==> config.mk <==
export PLATFORM = sky130hd
export DESIGN_NAME = ccr_freeze_unit_flat
export DESIGN_NICKNAME = d
export VERILOG_FILES = /design/src/rtl/ccr_freeze_unit_if.sv /design/src/rtl/ccr_freeze_unit.sv /design/src/flat_wrapper.sv
export SDC_FILE = /design/constraint.sdc
export NUM_CORES = 1
export LEC_CHECK = 0
export ABC_AREA = 1
export CELL_PAD_IN_SITES_DETAIL_PLACEMENT = 1
export CELL_PAD_IN_SITES_GLOBAL_PLACEMENT = 2
export CORE_MARGIN = 2
export CORE_UTILIZATION = 37
export CTS_BUF_LIST = sky130_fd_sc_hd__clkbuf_16
export DETAILED_ROUTE_END_ITERATION = 12
export DONT_BUFFER_PORTS = 1
export GPL_TIMING_DRIVEN = 0
export PLACE_DENSITY = 0.82
export SETUP_SLACK_MARGIN = 0.15
export SKIP_CTS_REPAIR_TIMING = 1
export SLEW_MARGIN = 20
export SYNTH_ARGS = -nofsm -noshare
export SYNTH_HDL_FRONTEND = slang
export SYNTH_SLANG_ARGS = --single-unit
==> constraint.sdc <==
create_clock -name clk -period 3.73 [get_ports clk]
set_input_delay 0.9325 -clock clk [delete_from_list [all_inputs] [get_ports clk]]
set_output_delay 0.9325 -clock clk [all_outputs]
set_load 0.02 [all_outputs]
==> src/rtl/ccr_freeze_unit_if.sv <==
// Bundle of the CCR freeze unit's EX-side flag, interrupt and RTI signals.
// The master side drives the pipeline controls and the slave side is the CCR unit.
interface ccr_freeze_unit_if #(
    parameter int SAVE_DEPTH = 2
);
    localparam int DEPTH_W = $clog2(SAVE_DEPTH + 1);

    logic               stall;
    logic               flagWrEn;
    logic               zeroFlagIn;
    logic               carryFlagIn;
    logic               overFlowFlagIn;
    logic               negativeFlagIn;
    logic               intReq;
    logic               drainDone;
    logic               rtiReq;
    logic               intAck;
    logic [3:0]         ccrOut;
    logic [3:0]         freezedCCR;
    logic [DEPTH_W-1:0] saveDepth;
    logic [1:0]         ccrErr;

    modport master (
        output stall, flagWrEn, zeroFlagIn, carryFlagIn, overFlowFlagIn, negativeFlagIn,
               intReq, drainDone, rtiReq,
        input  intAck, ccrOut, freezedCCR, saveDepth, ccrErr
    );

    modport slave (
        input  stall, flagWrEn, zeroFlagIn, carryFlagIn, overFlowFlagIn, negativeFlagIn,
               intReq, drainDone, rtiReq,
        output intAck, ccrOut, freezedCCR, saveDepth, ccrErr
    );
endinterface

==> src/rtl/ccr_freeze_unit.sv <==
// Condition-code register with an interrupt save stack; RTI pops the snapshot back into the CCR.
// Optional macro CCR_FLAG_FORWARD_EN bypasses incoming flags straight onto ccrOut.
module ccr_freeze_unit #(
    parameter int SAVE_DEPTH = 2
) (
    input logic             clk,
    input logic             rst_n,
    ccr_freeze_unit_if.slave bus
);
    localparam int DEPTH_W = $clog2(SAVE_DEPTH + 1);

    typedef enum logic [1:0] {IDLE, SAVE, ACK} state_t;

    state_t             state;
    logic [3:0]         ccr;
    logic [3:0]         ccr_next;
    logic [3:0]         flags_in;
    logic [3:0]         stack_top;
    logic [3:0]         stack [SAVE_DEPTH];
    logic [DEPTH_W-1:0] depth;
    logic [1:0]         err;
    logic               pop;
    logic               empty;
    logic               full;

    assign flags_in = {bus.negativeFlagIn, bus.overFlowFlagIn, bus.carryFlagIn, bus.zeroFlagIn};
    assign empty    = (depth == '0);
    assign full     = (depth == DEPTH_W'(SAVE_DEPTH));
    assign pop      = (state == IDLE) && bus.rtiReq && !bus.stall;

    // Loop compare instead of stack[depth-1] keeps the index width equal to the array range.
    always_comb begin
        stack_top = '0;
        for (int unsigned i = 0; i < SAVE_DEPTH; i++) begin
            if (DEPTH_W'(i + 1) == depth) stack_top = stack[i];
        end
    end

    // stack_top is already zero when empty, giving the underflow restore value for free.
    always_comb begin
        ccr_next = ccr;
        if (pop)               ccr_next = stack_top;
        else if (bus.flagWrEn) ccr_next = flags_in;
    end

    always_ff @(posedge clk or negedge rst_n) begin
        if (!rst_n) begin
            state <= IDLE;
            ccr   <= '0;
            depth <= '0;
            err   <= '0;
            for (int unsigned i = 0; i < SAVE_DEPTH; i++) stack[i] <= '0;
        end else if (!bus.stall) begin
            ccr <= ccr_next;
            case (state)
                IDLE: begin
                    if (bus.rtiReq) begin
                        if (empty) err[0] <= 1'b1;
                        else       depth  <= depth - DEPTH_W'(1);
                    end else if (bus.intReq) begin
                        state <= SAVE;
                    end
                end
                SAVE: begin
                    if (bus.rtiReq) err[0] <= 1'b1;
                    if (bus.drainDone) begin
                        if (full) begin
                            err[1] <= 1'b1;
                        end else begin
                            for (int unsigned i = 0; i < SAVE_DEPTH; i++) begin
                                if (DEPTH_W'(i) == depth) stack[i] <= ccr_next;
                            end
                            depth <= depth + DEPTH_W'(1);
                        end
                        state <= ACK;
                    end
                end
                ACK: begin
                    if (bus.rtiReq) err[0] <= 1'b1;
                    state <= IDLE;
                end
                default: state <= IDLE;
            endcase
        end
    end

`ifdef CCR_FLAG_FORWARD_EN
    assign bus.ccrOut = pop ? stack_top : (bus.flagWrEn ? flags_in : ccr);
`else
    assign bus.ccrOut = ccr;
`endif

    assign bus.intAck     = (state == ACK) && !bus.stall;
    assign bus.freezedCCR = stack_top;
    assign bus.saveDepth  = depth;
    assign bus.ccrErr     = err;
endmodule

==> src/flat_wrapper.sv <==
// flat-port wrapper written by rule: the top's interface ports become plain ports
module ccr_freeze_unit_flat 
#(
    parameter int SAVE_DEPTH = 2
)
  (clk, rst_n, bus_stall, bus_flagWrEn, bus_zeroFlagIn, bus_carryFlagIn, bus_overFlowFlagIn, bus_negativeFlagIn, bus_intReq, bus_drainDone, bus_rtiReq, bus_intAck, bus_ccrOut, bus_freezedCCR, bus_saveDepth, bus_ccrErr);
  ccr_freeze_unit_if #(.SAVE_DEPTH(SAVE_DEPTH)) bus_i ();
  input logic clk;
  input logic rst_n;
  input wire logic [$bits(bus_i.stall)-1:0] bus_stall;
  input wire logic [$bits(bus_i.flagWrEn)-1:0] bus_flagWrEn;
  input wire logic [$bits(bus_i.zeroFlagIn)-1:0] bus_zeroFlagIn;
  input wire logic [$bits(bus_i.carryFlagIn)-1:0] bus_carryFlagIn;
  input wire logic [$bits(bus_i.overFlowFlagIn)-1:0] bus_overFlowFlagIn;
  input wire logic [$bits(bus_i.negativeFlagIn)-1:0] bus_negativeFlagIn;
  input wire logic [$bits(bus_i.intReq)-1:0] bus_intReq;
  input wire logic [$bits(bus_i.drainDone)-1:0] bus_drainDone;
  input wire logic [$bits(bus_i.rtiReq)-1:0] bus_rtiReq;
  output wire logic [$bits(bus_i.intAck)-1:0] bus_intAck;
  output wire logic [$bits(bus_i.ccrOut)-1:0] bus_ccrOut;
  output wire logic [$bits(bus_i.freezedCCR)-1:0] bus_freezedCCR;
  output wire logic [$bits(bus_i.saveDepth)-1:0] bus_saveDepth;
  output wire logic [$bits(bus_i.ccrErr)-1:0] bus_ccrErr;
  assign bus_i.stall = bus_stall;
  assign bus_i.flagWrEn = bus_flagWrEn;
  assign bus_i.zeroFlagIn = bus_zeroFlagIn;
  assign bus_i.carryFlagIn = bus_carryFlagIn;
  assign bus_i.overFlowFlagIn = bus_overFlowFlagIn;
  assign bus_i.negativeFlagIn = bus_negativeFlagIn;
  assign bus_i.intReq = bus_intReq;
  assign bus_i.drainDone = bus_drainDone;
  assign bus_i.rtiReq = bus_rtiReq;
  assign bus_intAck = bus_i.intAck;
  assign bus_ccrOut = bus_i.ccrOut;
  assign bus_freezedCCR = bus_i.freezedCCR;
  assign bus_saveDepth = bus_i.saveDepth;
  assign bus_ccrErr = bus_i.ccrErr;
  ccr_freeze_unit #(.SAVE_DEPTH(SAVE_DEPTH)) u_core (.clk(clk), .rst_n(rst_n), .bus(bus_i));
endmodule
==> results.txt, run 1 <==
----------------------------------------------------
[Status]
  Outcome ... completed

[Detailed routing]
  Drt initial violations ... 16
  Total vias in the final route ... approximately 1100
  Count of unresolved DRC violations after routing ... 0
  Wire length reported by the detailed router ... 2710 microns
  Detailed-route wire length per cell ... 12.8 microns
  Mean number of vias per cell ... 4.96
  Remaining antenna violation count ... 0
  Number of iterations in the first detailed-routing pass ... 4

[Cells and area]
  Design Area, Final ... 1330 sq um
  Antenna diode count ... 0
  Total number of nets in the final design ... 188
  Fraction of final layout cells sized beyond drive strength 1 ... a little under an eighth
  Area Growth Syn to Fin ... 11.2%

[Critical path]
  Setup slack of the worst register-to-register path ... 2.03 ns
  Critical-path cell list ... inv_1 -> ha_1 -> inv_2 -> nand3_1 -> nand2_1
  Largest stage delay, worst path ... 0.52 ns
  Type of the setup path with the least slack ... flop to output port
  Category of the worst setup path capture point ... output port
  Crit path max fanout ... 7
  Slowest cell on crit path ... sky130_fd_sc_hd__dfrtp_1
  Worst path arrival time ... 1.70 ns
  Buffers & Inverters on Critical Path ... 2
  Startpoint type of the worst setup path ... flop
  Kind of cell adding the most delay to the critical path ... flip-flops
  Data required, critical path ... 2.80 ns

[Floorplan]
  Placement Rows ... 20
  Starting utilization of the core area ... about 39%
  Placeable core area ... 3050 sq um
  Die Footprint ... 3700 sq um
  I/O pin cnt ... 24
  Die X-Extent ... ~61 microns
  Y dimension of the die ... 60.8 microns

[Synth]
  Number of synthesized flops with an enable pin ... 0
  Post-synthesis instance total ... 164
  Avg Synthesized Cell Area ... 7.28 sq um
  Netlist area before placement ... 1190 sq um
  Ys flop type ... sky130_fd_sc_hd__dfrtp_1
  Number of different library cells in the post-synthesis netlist ... 20
  Mapped Nets ... 183
  Share of flip-flops with an asynchronous set or reset after synthesis ... 100%
  Number of warning messages in the yosys log ... 0
  Synth Register Bits ... 18
  Sequential-to-total area share from yosys stat ... between 30 and 40%

[CTS]
  Root buffer cell ... sky130_fd_sc_hd__clkbuf_16
  Inserted Clock Buffers ... 3
  Clock tree from TritonCTS ... yes
  H-tree level count ... 1
  Clock latency on the worst-skew pair ... about 0.25 ns
  Clock slew at the register clock pins of the worst setup and hold paths ... 0.05 ns
  Clock Sinks ... 18
  Max clock buf depth ... 2

[GRT]
  Residual overflow from global routing ... 0
  First-pass GRT wire length ... 4660 microns
  Vias in the first global route ... between 1000 and 1500
  Global-route usage over all layers ... 17.2%
  Pin count of the biggest net entering global routing ... 19
  Number of antenna violations at the first check in global routing ... 0

[Timing]
  Crit share post-route ... between 70% and 80%
  Actual transition at the worst max-transition pin ... about 0.37 ns
  RSZ-0062 raised after global routing ... false
  Final Slew Violations ... 0
  Setup total negative slack ... 0 ns
  Headroom to the max-slew limit ... 75.2%
  Fmax achieved ... 381 MHz
  Max Clock Skew ... 0.00382 ns
  Endpoints failing setup ... 0
  Shortest period the worst path allows ... approximately 2.6 ns
  Final number of hold-violating endpoints ... 0

[Min path]
  Min-Delay Path Class ... input port to async pin

[Place]
  DP HPWL ... about 2300 microns
  Area after DPL ... 1250 sq um
  Count of input and output buffers ... 0
  Placer Congestion ... 0.813

[Power]
  Power Dens Cells ... between 700 and 800 nW/um^2
  Worst IR Drop VDD ... 0.252 mV
  Static leakage ... 0.721 nW

[Run]
  Max capacitance violation total ... 0

----------------------------------------------------
==> cells in the mapped netlist, types with 2 or more instances <==
master | number | share of area, %
sky130_fd_sc_hd__nand2_1 | 67 | 21
sky130_fd_sc_hd__nand3_1 | 21 | 8.8
sky130_fd_sc_hd__inv_1 | 20 | 6.3
sky130_fd_sc_hd__dfrtp_1 | 18 | 38
sky130_fd_sc_hd__ha_1 | 8 | 8.4
sky130_fd_sc_hd__nor2_1 | 8 | 2.5
sky130_fd_sc_hd__nand3_2 | 4 | 3.4
sky130_fd_sc_hd__inv_2 | 3 | 0.94
sky130_fd_sc_hd__nor2_4 | 3 | 2.8
sky130_fd_sc_hd__nand4_1 | 2 | 1.0
==> layout by cell type, fill, tap and decap left out <==
cell | synthesis | final
sky130_fd_sc_hd__nand2_1 | 67 | 67
sky130_fd_sc_hd__nand3_1 | 21 | 21
sky130_fd_sc_hd__inv_1 | 20 | 20
sky130_fd_sc_hd__dfrtp_1 | 18 | 18
sky130_fd_sc_hd__nor2_1 | 8 | 8
sky130_fd_sc_hd__ha_1 | 8 | 8
sky130_fd_sc_hd__nand3_2 | 4 | 4
sky130_fd_sc_hd__inv_2 | 3 | 3
sky130_fd_sc_hd__nor2_4 | 3 | 3
sky130_fd_sc_hd__clkbuf_16 | 0 | 3
sky130_fd_sc_hd__nand4_1 | 2 | 2
sky130_fd_sc_hd__buf_6 | 1 | 1
sky130_fd_sc_hd__nand2_2 | 1 | 1
sky130_fd_sc_hd__inv_4 | 1 | 1
sky130_fd_sc_hd__nand3_4 | 1 | 1
sky130_fd_sc_hd__buf_2 | 1 | 1
sky130_fd_sc_hd__a31o_2 | 1 | 1
sky130_fd_sc_hd__a21oi_1 | 1 | 1
sky130_fd_sc_hd__o211ai_1 | 1 | 1
sky130_fd_sc_hd__o21bai_1 | 1 | 1
sky130_fd_sc_hd__xnor2_1 | 1 | 1
sky130_fd_sc_hd__clkinv_1 | 0 | 1
==> per-stage QoR <==
step	worst slack, ns	hold slack (ns)	util, %	total power, mW	cells
floorplan	1.44	0.449	-	0.709	164
global placement	1.37	0.464	40.9	0.791	208
detailed placement	1.35	0.474	40.9	0.811	208
CTS	1.08	0.371	43.5	1.03	212
finish	1.10	0.375	43.5	1.01	212
global route	0.984	0.363	43.5	1.11	212
==> cells by family (layout without fill, tap and decap cells) <==
| logic type | Yosys count | count (layout) | synth area share [%] |
|---|---|---|---|
| flops | 18 | 18 | 37.7 |
| xor+xnor | 1 | 1 | 0.734 |
| simple gates | 107 | 107 | 41.6 |
| compound gates | 4 | 4 | 2.41 |
| buf+inv | 26 | 30 | 9.12 |
| fa+ha+maj | 8 | 8 | 8.39 |
==> area by class of cell <==
class / count / area [sq um]
Buffer: 2 / 16.3
Clock buffer: 3 / 75.1
Clock inverter: 1 / 3.75
Fill cell: 402 / 1730
Inverter: 24 / 92.6
Multi-Input combinational cell: 120 / 634
Sequential cell: 18 / 450
Tap cell: 44 / 55.1
==> path summary, 6_finish.rpt <==
kind | from | end | depth (start not counted)
worst min-delay path | rst_n | u_core.bus.ccrOut[2]$_DFFE_PN0N_ | 0
max in group asynchronous | rst_n | u_core.bus.saveDepth[0]$_DFFE_PN0P_ | 0
min in group clk | u_core.stack[7]$_DFFE_PN0P_ | u_core.stack[7]$_DFFE_PN0P_ | 2
worst min register to register | u_core.stack[7]$_DFFE_PN0P_ | u_core.stack[7]$_DFFE_PN0P_ | 2
worst max-delay path | u_core.bus.saveDepth[0]$_DFFE_PN0P_ | bus_freezedCCR[3] | 5
worst max register to register | u_core.bus.saveDepth[0]$_DFFE_PN0P_ | u_core.stack[6]$_DFFE_PN0P_ | 8
==> layer usage <==
| layer | up-vias | track usage (%) | wire [microns] |
|---|---|---|---|
| met2 | 14 | 30.9 | 1430 |
| met4 | 0 | 6.83 | 29 |
| met3 | 4 | 3.62 | 103 |
| met1 | 515 | 19.7 | 1150 |
| li1 | 519 | - | - |
| met5 | - | 0 | 0 |
==> registers in the layout, summed over array words and instances, names as in the netlist <==
signal                flops
u_core.bus.ccrOut         4
u_core.bus.ccrErr         2
u_core.stack              8
u_core.state              2
u_core.bus.saveDepth      2
==> worst reg2reg max path: cells and delay by family, from the launching register on <==
kind	cells	cell delay [ns]
buffers and inverters	3	0.35
adders and majority gates	1	0.33
DFF	1	0.52
and+or+nand+nor	4	0.40
==> power breakdown <==
group / internal (mW) / switching (mW) / total, mW
combinational: 0.149 / 0.287 / 0.435
sequential: 0.271 / 0.0923 / 0.363
clock: 0.142 / 0.0703 / 0.213
No activity file was read; power rests on OpenSTA's default activity.
==> inputs of run 2 (changes only) <==
Settings changed: CORE_UTILIZATION 37 to 34, PLACE_DENSITY 0.82 to 0.77.
Clock period 3.73 ns to 2.6 ns, I/O delays scaled along.
==> run 2 against run 1 <==
Effect of this change:
- critical path depth unchanged
- flip-flop and latch count unchanged
- wire length decreased by 0.92%
- critical path type unchanged
- highest routed layer unchanged
==> results.txt, run 2 (synthesized netlist as in run 1, its figures left out) <==
----------------------------------------------------
[Status]
  Outcome ... completed

[Cells and area]
  Area Growth Syn to Fin ... 11.2%
  Antenna diode count ... 0
  Most frequent cells in the layout ... sky130_fd_sc_hd__nand2_1, sky130_fd_sc_hd__nand3_1, sky130_fd_sc_hd__inv_1
  Total number of nets in the final design ... 188
  Post-layout utilization of the core ... 39.5%
  Largest register by flop count ... u_core.stack
  Flip-flop count of the largest register after layout ... 8
  Most common cell after layout, fill and taps aside ... sky130_fd_sc_hd__nand2_1
  Fraction of final layout cells sized beyond drive strength 1 ... 12.0%

[Detailed routing]
  Uppermost layer routed ... met4
  Total vias in the final route ... 1013
  Met1 WL ... 1170 microns
  Mean number of vias per cell ... 4.76
  Number of iterations in the first detailed-routing pass ... 4
  Detailed-route wire length per cell ... 12.6 microns
  Drt initial violations ... 35
  Count of unresolved DRC violations after routing ... 0
  Met3 wire length ... 95 microns
  Remaining antenna violation count ... 0
  Total length of routed met2 wires ... 1390 microns
  Wire length reported by the detailed router ... 2690 microns

[Floorplan]
  Placeable core area ... 3360 sq um
  Die Footprint ... 4000 sq um
  Placement Rows ... 21
  I/O pin cnt ... 24
  Die X-Extent ... approximately 63 microns
  Y dimension of the die ... 63.3 microns
  Starting utilization of the core area ... a little over a third

[Critical path]
  Crit path max fanout ... 7
  Slowest cell on crit path ... sky130_fd_sc_hd__dfrtp_2
  Critical-path cell list ... inv_1 -> ha_1 -> inv_2 -> nand3_1 -> nand2_1
  Startpoint type of the worst setup path ... flop
  Data required, critical path ... a little under 2 ns
  Category of the worst setup path capture point ... output port
  Worst path arrival time ... 1.61 ns
  Type of the setup path with the least slack ... flop to output port
  Largest stage delay, worst path ... 0.46 ns

[Place]
  Placer Congestion ... 0.744
  Count of input and output buffers ... 0
  DP HPWL ... 2210 microns
  Pre-CTS WS ... 0.493 ns

[Power]
  Static leakage ... 0.718 nW
  Power Dens Cells ... between 1000 and 1500 nW/um^2
  Worst IR Drop VDD ... 0.371 mV

[Timing]
  Setup total negative slack ... 0 ns
  Final Slew Violations ... 0
  Post-route setup slack ... roughly 0.34 ns
  Endpoints failing setup ... 0
  Headroom to the max-slew limit ... 74.8%
  Shortest period the worst path allows ... between 2 and 2.5 ns
  Fmax achieved ... 443 MHz
  Actual transition at the worst max-transition pin ... 0.376 ns
  RSZ-0062 raised after global routing ... false
  Final number of hold-violating endpoints ... 0
  Max Clock Skew ... 0.00220 ns
  Crit share post-route ... 86.7%

[CTS]
  Clock latency on the worst-skew pair ... 0.25 ns
  Clock Sinks ... 18
  Inserted Clock Buffers ... 3
  Clock slew at the register clock pins of the worst setup and hold paths ... 0.05 ns
  Root buffer cell ... sky130_fd_sc_hd__clkbuf_16
  H-tree level count ... 1
  Clock tree from TritonCTS ... yes
  Max clock buf depth ... 2

[Min path]
  Min-Delay Path Class ... input port to async pin

[GRT]
  First-pass GRT wire length ... 5060 microns
  Number of antenna violations at the first check in global routing ... 0
  Residual overflow from global routing ... 0
  Vias in the first global route ... between 1000 and 1500
  Global-route usage over all layers ... ~16%
  Pin count of the biggest net entering global routing ... 19

[Run]
  Max capacitance violation total ... 0

----------------------------------------------------
==> run 2: cell count changes in the layout (fill, tap and decap cells not counted), sizes merged <==
cell    change
clkinv      -1
==> run 2: area by class of cell <==
type                    count  area (sq um)
well taps                  46          57.6
inverters                  24          92.6
fillers                   456          2040
plain buffers               2          16.3
multi-input cells         120           634
flip-flops and latches     18           452
clock buffers               3          75.1
==> run 2: worst paths after layout <==
path | slack, ns | to | from | depth (start not counted)
max | 0.34 | bus_freezedCCR[3] | u_core.bus.saveDepth[0]$_DFFE_PN0P_ | 5
min | 0.1 | u_core.bus.saveDepth[0]$_DFFE_PN0P_ | rst_n | 0
max reg2reg | 1.01 | u_core.stack[3]$_DFFE_PN0P_ | u_core.bus.saveDepth[0]$_DFFE_PN0P_ | 8
min reg2reg | 0.48 | u_core.stack[2]$_DFFE_PN0P_ | u_core.stack[2]$_DFFE_PN0P_ | 2
max in group asynchronous | 2.42 | u_core.bus.saveDepth[0]$_DFFE_PN0P_ | rst_n | 0
min in group clk | 0.48 | u_core.stack[2]$_DFFE_PN0P_ | u_core.stack[2]$_DFFE_PN0P_ | 2
==> run 2: report_power, final <==
part | leakage, nW | switching, mW | internal, mW
sequential | 0.222 | 0.130 | 0.390
combinational | 0.459 | 0.407 | 0.212
clock | 0.0370 | 0.101 | 0.202
total | 0.718 | 0.639 | 0.805
==> run 2: worst max-delay path: cells and delay by family, from the launching register on <==
kind	cells	cell delay, ns
adders and majority gates	1	0.31
buffers and inverters	2	0.24
and+or+nand+nor	2	0.35
DFF	1	0.46
==> run 2: metal layers <==
| metal | up-vias | GRT usage [%] |
|---|---|---|
| met5 | - | 0 |
| met4 | 0 | 4.89 |
| met3 | 4 | 3.21 |
| met2 | 13 | 29.9 |
| met1 | 479 | 17.7 |
| li1 | 517 | - |
==> run 2: through the flow <==
step / power (mW) / area, sq um / std cells / hold WS, ns
global placement: 1.14 / 1250 / 210 / 0.355
detailed placement: 1.16 / 1250 / 210 / 0.355
floorplan: 1.02 / 1190 / 164 / 0.354
finish: 1.44 / 1330 / 213 / 0.0951
CTS: 1.48 / 1330 / 213 / 0.0898
global route: 1.60 / 1330 / 213 / 0.0859
==> inputs of run 3 (changes only) <==
Settings changed: GPL_TIMING_DRIVEN 0 to not set, PLACE_DENSITY 0.77 to not set, PLACE_DENSITY_LB_ADDON set to 0.1.
==> run 3 against run 2 <==
Effect of this change:
- first-iteration DRC count unchanged
- sequential power hardly changed
- critical path depth unchanged
- via count increased by 1.5%
==> results.txt, run 3 (synthesized netlist as in run 1, its figures left out) <==
----------------------------------------------------
[Critical path]
  Type of the setup path with the least slack ... flop to output port
  Largest stage delay, worst path ... roughly 0.53 ns
  Category of the worst setup path capture point ... output port
  Slowest cell on crit path ... sky130_fd_sc_hd__dfrtp_1
  Kind of cell adding the most delay to the critical path ... flip-flops
  Critical-path cell list ... inv_1 -> ha_1 -> inv_2 -> nand3_1 -> nand2_1
  Worst path arrival time ... 1.67 ns
  Crit path max fanout ... 7
  Startpoint type of the worst setup path ... flop
  Data required, critical path ... slightly below 2 ns
  Buffers & Inverters on Critical Path ... 2

[Timing]
  Endpoints failing setup ... 0
  Shortest period the worst path allows ... 2.32 ns
  Crit share post-route ... 89.4%
  Setup total negative slack ... 0 ns
  Final number of hold-violating endpoints ... 0
  Fmax achieved ... 430 MHz
  Actual transition at the worst max-transition pin ... 0.373 ns
  Final Slew Violations ... 0
  Max Clock Skew ... ~0.0037 ns
  Headroom to the max-slew limit ... 75.1%
  RSZ-0062 raised after global routing ... false

[Status]
  Outcome ... completed

[Power]
  Power Dens Cells ... around 1100 nW/um^2
  Worst IR Drop VDD ... 0.294 mV
  Static leakage ... 0.710 nW

[Cells and area]
  Antenna diode count ... 0
  Multi-input logic area ... between 600 and 700 sq um
  Flip-flop count of the largest register after layout ... 8
  Most common cell after layout, fill and taps aside ... sky130_fd_sc_hd__nand2_1
  Fill cell instance count of the final layout ... 440
  Fraction of final layout cells sized beyond drive strength 1 ... a little over 10%
  Largest register by flop count ... u_core.stack
  Total number of nets in the final design ... 186
  Most frequent cells in the layout ... sky130_fd_sc_hd__nand2_1, sky130_fd_sc_hd__nand3_1, sky130_fd_sc_hd__inv_1
  Design Area, Final ... between 1000 and 1500 sq um
  Area Growth Syn to Fin ... 10.1%
  Post-layout utilization of the core ... 39.1%
  Combined flip-flop and latch cell area ... around 450 sq um

[Place]
  Area after DPL ... 1230 sq um
  Count of input and output buffers ... 0
  DP HPWL ... 2370 microns
  Placer Congestion ... 0.821

[Detailed routing]
  Mean number of vias per cell ... 4.85
  Count of unresolved DRC violations after routing ... 0
  Total vias in the final route ... 1028
  Number of iterations in the first detailed-routing pass ... 5
  Remaining antenna violation count ... 0
  Uppermost layer routed ... met4
  Drt initial violations ... 35
  Total length of routed met2 wires ... roughly 1600 microns
  Met3 wire length ... between 100 and 150 microns
  Detailed-route wire length per cell ... roughly 14 microns
  Met1 WL ... 1180 microns
  Wire length reported by the detailed router ... 2880 microns

[Floorplan]
  Placement Rows ... 21
  I/O pin cnt ... 24
  Starting utilization of the core area ... 35.5%
  Y dimension of the die ... about 63 microns
  Die Footprint ... ~4000 sq um
  Placeable core area ... 3360 sq um
  Die X-Extent ... 63.3 microns

[GRT]
  Residual overflow from global routing ... 0
  Pin count of the biggest net entering global routing ... 19
  First-pass GRT wire length ... 5280 microns
  Number of antenna violations at the first check in global routing ... 0
  Global-route usage over all layers ... between 15 and 20%
  Vias in the first global route ... 1163

[CTS]
  Clock slew at the register clock pins of the worst setup and hold paths ... approximately 0.05 ns
  Root buffer cell ... sky130_fd_sc_hd__clkbuf_16
  Max clock buf depth ... 2
  Inserted Clock Buffers ... 3
  Clock latency on the worst-skew pair ... 0.25 ns
  H-tree level count ... 1
  Clock Sinks ... 18
  Clock tree from TritonCTS ... yes

[Min path]
  Min-Delay Path Class ... input port to async pin

[Run]
  Max capacitance violation total ... 0

----------------------------------------------------
run 3: cell count changes in the layout (fill, tap and decap cells not counted), sizes merged:
| cell | delta |
|---|---|
| clkinv | +1 |
| buf | -2 |
run 3: layer usage:
| metal | vias to the layer above | track usage [%] |
|---|---|---|
| met5 | - | 0 |
| met4 | 0 | 3.26 |
| met3 | 2 | 4.29 |
| met2 | 14 | 31.4 |
| met1 | 497 | 18.8 |
| li1 | 515 | - |
run 3: worst reg2reg max path, stage by stage, from the launching register on:
cell,delay (ns)
sky130_fd_sc_hd__dfrtp_1,0.53
sky130_fd_sc_hd__inv_1,0.11
sky130_fd_sc_hd__ha_1,0.33
sky130_fd_sc_hd__inv_2,0.14
sky130_fd_sc_hd__nand2_1,0.09
sky130_fd_sc_hd__nor2_4,0.18
sky130_fd_sc_hd__inv_2,0.09
sky130_fd_sc_hd__nand2_1,0.08
sky130_fd_sc_hd__nand2_1,0.06
run 3: where the power goes:
| group | total, mW | switching [mW] | internal [mW] | leakage, nW |
|---|---|---|---|---|
| combinational | 0.621 | 0.410 | 0.211 | 0.448 |
| clock | 0.307 | 0.103 | 0.204 | 0.0385 |
| sequential | 0.523 | 0.135 | 0.388 | 0.223 |
| total | 1.45 | 0.648 | 0.804 | 0.710 |
run 3: final timing paths:
check | slack (ns) | start | to | depth (start not counted)
setup / recovery | 0.28 | u_core.bus.saveDepth[0]$_DFFE_PN0P_ | bus_freezedCCR[3] | 5
hold / removal | 0.1 | rst_n | u_core.bus.ccrOut[2]$_DFFE_PN0N_ | 0
setup reg to reg | 0.88 | u_core.bus.saveDepth[0]$_DFFE_PN0P_ | u_core.stack[4]$_DFFE_PN0P_ | 8
hold reg to reg | 0.48 | u_core.stack[2]$_DFFE_PN0P_ | u_core.stack[2]$_DFFE_PN0P_ | 2
max in group asynchronous | 2.43 | rst_n | u_core.stack[4]$_DFFE_PN0P_ | 0
min in group clk | 0.48 | u_core.stack[2]$_DFFE_PN0P_ | u_core.stack[2]$_DFFE_PN0P_ | 2
run 3: area by class of cell:
| cell class | instances | area share [%] |
|---|---|---|
| well taps | 46 | 4.38 |
| flip-flops and latches | 18 | 34.3 |
| multi-input cells | 120 | 48.3 |
| inverters | 24 | 7.05 |
| clock buffers | 3 | 5.71 |
| clock inverters | 1 | 0.286 |
run 3: per-stage QoR:
step | hold WS [ns] | cells | setup WS (ns) | power, mW
after floorplan | 0.354 | 164 | 0.728 | 1.02
after global placement | 0.355 | 208 | 0.592 | 1.14
after detailed placement | 0.355 | 208 | 0.537 | 1.17
after CTS | 0.0902 | 212 | 0.269 | 1.49
after global routing | 0.0825 | 212 | 0.166 | 1.60
final | 0.0954 | 212 | 0.277 | 1.45
